[config.mk]
export PLATFORM = sky130hd
export DESIGN_NAME = instruction_fetch
export DESIGN_NICKNAME = d
export VERILOG_FILES = /design/src/rtl/instruction_fetch.sv
export SDC_FILE = /design/constraint.sdc
export NUM_CORES = 1
export LEC_CHECK = 0
export CAP_MARGIN = 20
export CORE_UTILIZATION = 34
export CTS_CLUSTER_DIAMETER = 40
export CTS_CLUSTER_SIZE = 16
export DETAILED_ROUTE_END_ITERATION = 7
export GPL_ROUTABILITY_DRIVEN = 1
export GPL_TIMING_DRIVEN = 0
export PLACE_DENSITY = 0.63
export RECOVER_POWER = 25
export SLEW_MARGIN = 30
export SYNTH_ARGS = -nofsm -noshare
export SYNTH_HDL_FRONTEND = slang
export SYNTH_SLANG_ARGS = --single-unit
[constraint.sdc]
create_clock -name clk -period 3.5 [get_ports clk]
set_input_delay 0.525 -clock clk [delete_from_list [all_inputs] [get_ports clk]]
set_output_delay 0.525 -clock clk [all_outputs]
set_load 0.005 [all_outputs]
[src/rtl/instruction_fetch.sv]
// RV32I fetch stage: PC, in-order imem requests, credit-limited instruction buffer, redirect flush.
// FETCH_MISALIGN_CHECK_EN: halt fetch and flag misaligned redirect targets until an aligned redirect.
module instruction_fetch #(
    parameter logic [31:0] RESET_PC   = 32'h0000_0000,
    parameter int          FIFO_DEPTH = 4
) (
    input  logic        clk,
    input  logic        rst,
    output logic        imem_req_valid,
    input  logic        imem_req_ready,
    output logic [31:0] imem_req_addr,
    input  logic        imem_resp_valid,
    input  logic [31:0] imem_resp_data,
    input  logic        redirect_valid,
    input  logic [31:0] redirect_pc,
    output logic        out_valid,
    input  logic        out_ready,
    output logic [31:0] out_instruction,
    output logic [31:0] out_pc,
    output logic        fetch_misaligned
);

    localparam int AW = $clog2(FIFO_DEPTH);
    localparam int CW = AW + 1;
    localparam int SW = CW + 2;
    localparam logic [SW-1:0] DEPTH_S = SW'(FIFO_DEPTH);

    logic [31:0]   fetch_pc;
    logic [31:0]   resp_pc;
    logic [31:0]   buf_instr [FIFO_DEPTH];
    logic [31:0]   buf_pc    [FIFO_DEPTH];
    logic [AW-1:0] rd_ptr;
    logic [AW-1:0] wr_ptr;
    logic [CW-1:0] fifo_count;
    logic [CW-1:0] live_count;
    logic [CW-1:0] stale_count;
    logic [SW-1:0] credit_used;
    logic [31:0]   redirect_base;
    logic          halted;
    logic          req_fire;
    logic          push;
    logic          pop;
    logic          resp_stale;

    assign redirect_base = {redirect_pc[31:2], 2'b00};

    // Every buffer slot is reserved at request time, so pushes never overflow.
    assign credit_used = SW'(live_count) + SW'(stale_count) + SW'(fifo_count);

    assign imem_req_valid = !rst && !redirect_valid && !halted
                            && (credit_used < DEPTH_S);
    assign imem_req_addr  = fetch_pc;
    assign req_fire       = imem_req_valid && imem_req_ready;

    assign resp_stale = imem_resp_valid && (stale_count != '0);
    assign push       = imem_resp_valid && (stale_count == '0)
                        && !redirect_valid;

    assign out_valid       = (fifo_count != '0);
    assign pop             = out_valid && out_ready;
    assign out_instruction = out_valid ? buf_instr[rd_ptr] : '0;
    assign out_pc          = out_valid ? buf_pc[rd_ptr] : '0;

    always_ff @(posedge clk) begin
        if (push) begin
            buf_instr[wr_ptr] <= imem_resp_data;
            buf_pc[wr_ptr]    <= resp_pc;
        end
    end

    always_ff @(posedge clk) begin
        if (rst) begin
            fetch_pc    <= RESET_PC;
            resp_pc     <= RESET_PC;
            rd_ptr      <= '0;
            wr_ptr      <= '0;
            fifo_count  <= '0;
            live_count  <= '0;
            stale_count <= '0;
        end else if (redirect_valid) begin
            // A response landing now belongs to the old stream.
            fetch_pc    <= redirect_base;
            resp_pc     <= redirect_base;
            rd_ptr      <= '0;
            wr_ptr      <= '0;
            fifo_count  <= '0;
            live_count  <= '0;
            stale_count <= stale_count + live_count
                           - CW'(imem_resp_valid);
        end else begin
            if (req_fire) begin
                fetch_pc <= fetch_pc + 32'd4;
            end
            if (push) begin
                wr_ptr  <= wr_ptr + AW'(1);
                resp_pc <= resp_pc + 32'd4;
            end
            if (pop) begin
                rd_ptr <= rd_ptr + AW'(1);
            end
            if (resp_stale) begin
                stale_count <= stale_count - CW'(1);
            end
            fifo_count <= fifo_count + CW'(push) - CW'(pop);
            live_count <= live_count + CW'(req_fire) - CW'(push);
        end
    end

`ifdef FETCH_MISALIGN_CHECK_EN
    always_ff @(posedge clk) begin
        if (rst) begin
            halted <= 1'b0;
        end else if (redirect_valid) begin
            halted <= |redirect_pc[1:0];
        end
    end
`else
    logic unused_redirect_low;
    assign unused_redirect_low = ^redirect_pc[1:0];
    assign halted = 1'b0;
`endif

    assign fetch_misaligned = halted;

endmodule

==> results.md <==
- Sequential area share after synthesis: 0.6453
- Number of DRC violations after detailed routing: 0
- Critical path cell sequence: inv_2, fa_1, nor2_2, fa_2, nor2b_4, o22ai_4, buf_4, buf_6, nor3_2, clkbuf_2
- Synthesis-to-finish area growth: 29.76%
- Leading cell type by number of instances after synthesis: sky130_fd_sc_hd__edfxtp_1
- Port buffer count: 161
- Post-place instance area: 0.01628 sq mm
- Number of maximum-capacitance constraint violations: 0
- Worst min path class: flop to flop
- Wire length of the first global-routing pass: around 52000 microns
- Level count of the clock H-tree: 2
- Total die area: 0.04160 sq mm
- Fmax achieved: 0.2958 GHz
- Worst-Skew Late Latency: roughly 560 ps
- Pwr dens: 570.1 mW/mm^2
- Total negative slack: 0 ps
- FFs w/ async S/R, synth: 0
- Result of the run: completed
- Critical Path Slowest Stage Cell: sky130_fd_sc_hd__fa_1
- Routed WL per cell: 19.88 microns
- Critical path arrival: 2860 ps
- Worst R2R Path Depth: 16
- Total of warnings raised by yosys: 0
- Number of rows created at floorplan: 73
- Largest fanout on the critical path: 3
- Synthesized cell area: 0.01387 sq mm
- Remaining global-route overflow: 0
- Total CTS buffers: 47
- Antenna violations before repair: 2
- Most frequent cells after synthesis: sky130_fd_sc_hd__edfxtp_1 (248), sky130_fd_sc_hd__dfxtp_1 (75), sky130_fd_sc_hd__and2_1 (69)
- Worst-case setup slack after placement: -388.0 ps
- Largest cells by area after synthesis: sky130_fd_sc_hd__edfxtp_1 (54%), sky130_fd_sc_hd__dfxtp_1 (11%), sky130_fd_sc_hd__mux4_2 (10%), sky130_fd_sc_hd__and2_1 (3.1%), sky130_fd_sc_hd__xnor2_1 (1.8%)
- Nature of the critical path startpoint: flop
- Length of the first detailed-routing pass in iterations: 5
- Capture point of the worst reg-to-reg path: live_count[2]
- Area taken by flip-flops and latches: 0.008960 sq mm
- Post-synthesis cell type count: 66
- Total number of vias: 8768
- Critical path required time: 2970 ps
- Transition time at the pin with the least slew margin: 813.6 ps
- GR Util All Layers: 0.1667
- Worst setup endpoint: imem_req_valid
- Startpoint of the worst-slack reg-to-reg timing path: live_count[2]
- Clock skew after layout: approximately 20 ps
- Clock transition at the registers of the reported paths: ~60 ps
- Gate count of the mapped netlist: 934
- Fillers: about 3500
- Remaining max-slew budget at the tightest pin: 0.4576
- Initial core utilization: 0.3467
- Largest net degree at the start of global routing: 40
- Area of combinational cells with multiple inputs: between 0.004 and 0.005 sq mm
- Number of antenna diodes: 0
- Share of the clock period used by the worst path: 0.9660
- Number of enable-type register cells in the synthesized netlist: between 200 and 250
- Vias in the first global route: 8793
- Post-Route WL: 34280 microns
- Critical path class: flop to output pin
- CTS tree: built
- Fin crit period: 3381 ps
- Post-DP HPWL: 22730 microns
- Number of nets in the final layout: between 1000 and 1500
- Clock sink count: 323
- Worst Setup SP: live_count[1]
- Least setup slack across all paths after layout: around 120 ps
- Maximum ir drop on the vdd rail: 0.3285 mV
- Reg-to-reg setup timing slack: 180 ps
- Count of hold buffers inserted by post-cts repair: 0
- Final hold viol count: 0
- Cell area after layout: 0.01800 sq mm
- Clk Tree Root Cell: sky130_fd_sc_hd__clkbuf_16
- Final Wtd Congestion: ~0.84
- Number of buffers between clock root and the deepest sink: 3
- Register bit total from synthesis: 323
- Setup repair after global routing missed its margin: no
- Leakage power summed over all cells: 0.005957 uW
- Final setup violating endpoints: 0
- Fraction of layout instances using a drive strength above 1: 0.1918
- Hold slack final: roughly 510 ps
- Routed vias/inst: 5.086
- Fraction of synthesized cell area taken by the top area cell type: 0.5370
- Remaining antenna violation count after routing: 0
- Maximum cell stage delay along the critical path: 580 ps
- Cell type contributing the most total cell area after synthesis: sky130_fd_sc_hd__edfxtp_1
- Core area: 0.04001 sq mm
- Syn_area_per_cell: 14.85 sq um
- Die height: between 200 and 250 microns
- X dimension of the die: between 200 and 250 microns
- Number of max-slew violations in the final report: 0
- Endpoint class of the critical path: output pin
- Predominant post-synthesis flop cell: sky130_fd_sc_hd__edfxtp_1
- Number of I/O pins: between 150 and 200
- Detailed router's first-iteration violation count: between 400 and 500
[sequential cells by signal (all words and copies together), names as in the netlist, named ones only]
signal and flops:
wr_ptr 2, rd_ptr 2, live_count 3, fifo_count 3
stale_count 3, buf_instr 128, buf_pc 120, resp_pc 30
imem_req_addr 30
[stage by stage]
step,util,total power [uW],instances
global placement,0.4037,5762,1624
detailed placement,0.4069,5781,1629
floorplan,-,5176,938
global route,0.4498,10650,1724
CTS,0.4472,10330,1717
finish,0.4498,10260,1724
[where the power goes]
group / switching [uW] / internal [uW]
Clock: 1850 / 2640
Sequential: 125 / 4340
Combinational: 629 / 675
Total: 2600 / 7660
[worst max-delay path: cells and delay by family (launching register included)]
| family | cells | cell delay [ps] |
|---|---|---|
| flops | 1 | 370 |
| fa+ha+maj | 2 | 980 |
| simple gates | 3 | 380 |
| compound gates | 1 | 90 |
| buf+inv | 4 | 460 |
[kinds of logic after synthesis]
logic type / count (synthesis) / synth area share
buf+inv: 88 / 0.02833
compound gates: 118 / 0.05792
xor+xnor: 43 / 0.02716
mux: 64 / 0.1022
flops: 323 / 0.6453
fa+ha+maj: 23 / 0.02400
simple gates: 274 / 0.1149
other cells: 1 / 0.0002704
[worst min path at each step]
stage / start / to / slack, ps / cells past startpoint
after floorplan: wr_ptr[1] / wr_ptr[1] / 470 / 2
after global placement: wr_ptr[1] / wr_ptr[1] / 490 / 2
after detailed placement: wr_ptr[1] / wr_ptr[1] / 500 / 2
after CTS: wr_ptr[1] / wr_ptr[1] / 510 / 2
after global routing: stale_count[2] / stale_count[2] / 540 / 2
final: stale_count[2] / stale_count[2] / 510 / 2
[final cells by class]
type	instances	share of cell area
Tap cell	525	0.03650
Timing Repair Buffer	179	0.1011
Multi-Input combinational cell	527	0.2569
Clock inverter	32	0.01620
Buffer	51	0.01453
Sequential cell	323	0.4979
Clock buffer	52	0.06932
Inverter	35	0.007578
[repair_timing]
action / 4_1_cts / 5_1_grt
setup endpoints to repair: 63 / 2
resized for setup: 20 / 18
cloned: 0 / 0
pin swaps: 3 / 9
setup buffers: 5 / 8
[routing by layer]
metal | track usage | share of wire | wire (microns) | up-vias
met2 | 0.2756 | 0.48 | 16520 | 328
met1 | 0.2177 | 0.42 | 14560 | 4330
met3 | 0.03300 | 0.068 | 2318 | 66
met5 | 0 | 0 | 0 | -
li1 | - | - | - | 4044
met4 | 0.05864 | 0.026 | 883 | 0
[cell usage in the layout (no fill, tap or decap), drive strengths merged, types with 12 or more instances in the layout]
master	instances
mux4	62
nor2	38
clkinv	16
nand4	19
and2	69
edfxtp	248
clkbuf	82
buf	40
a21oi	36
ha	17
clkdlybuf4s50	139
dlygate4sd3	21
xor2	14
xnor2	29
dfxtp	75
inv	43
nand2	50
nand3	24
and4	12
nor3	15
Power figures use the tool's default switching activity.
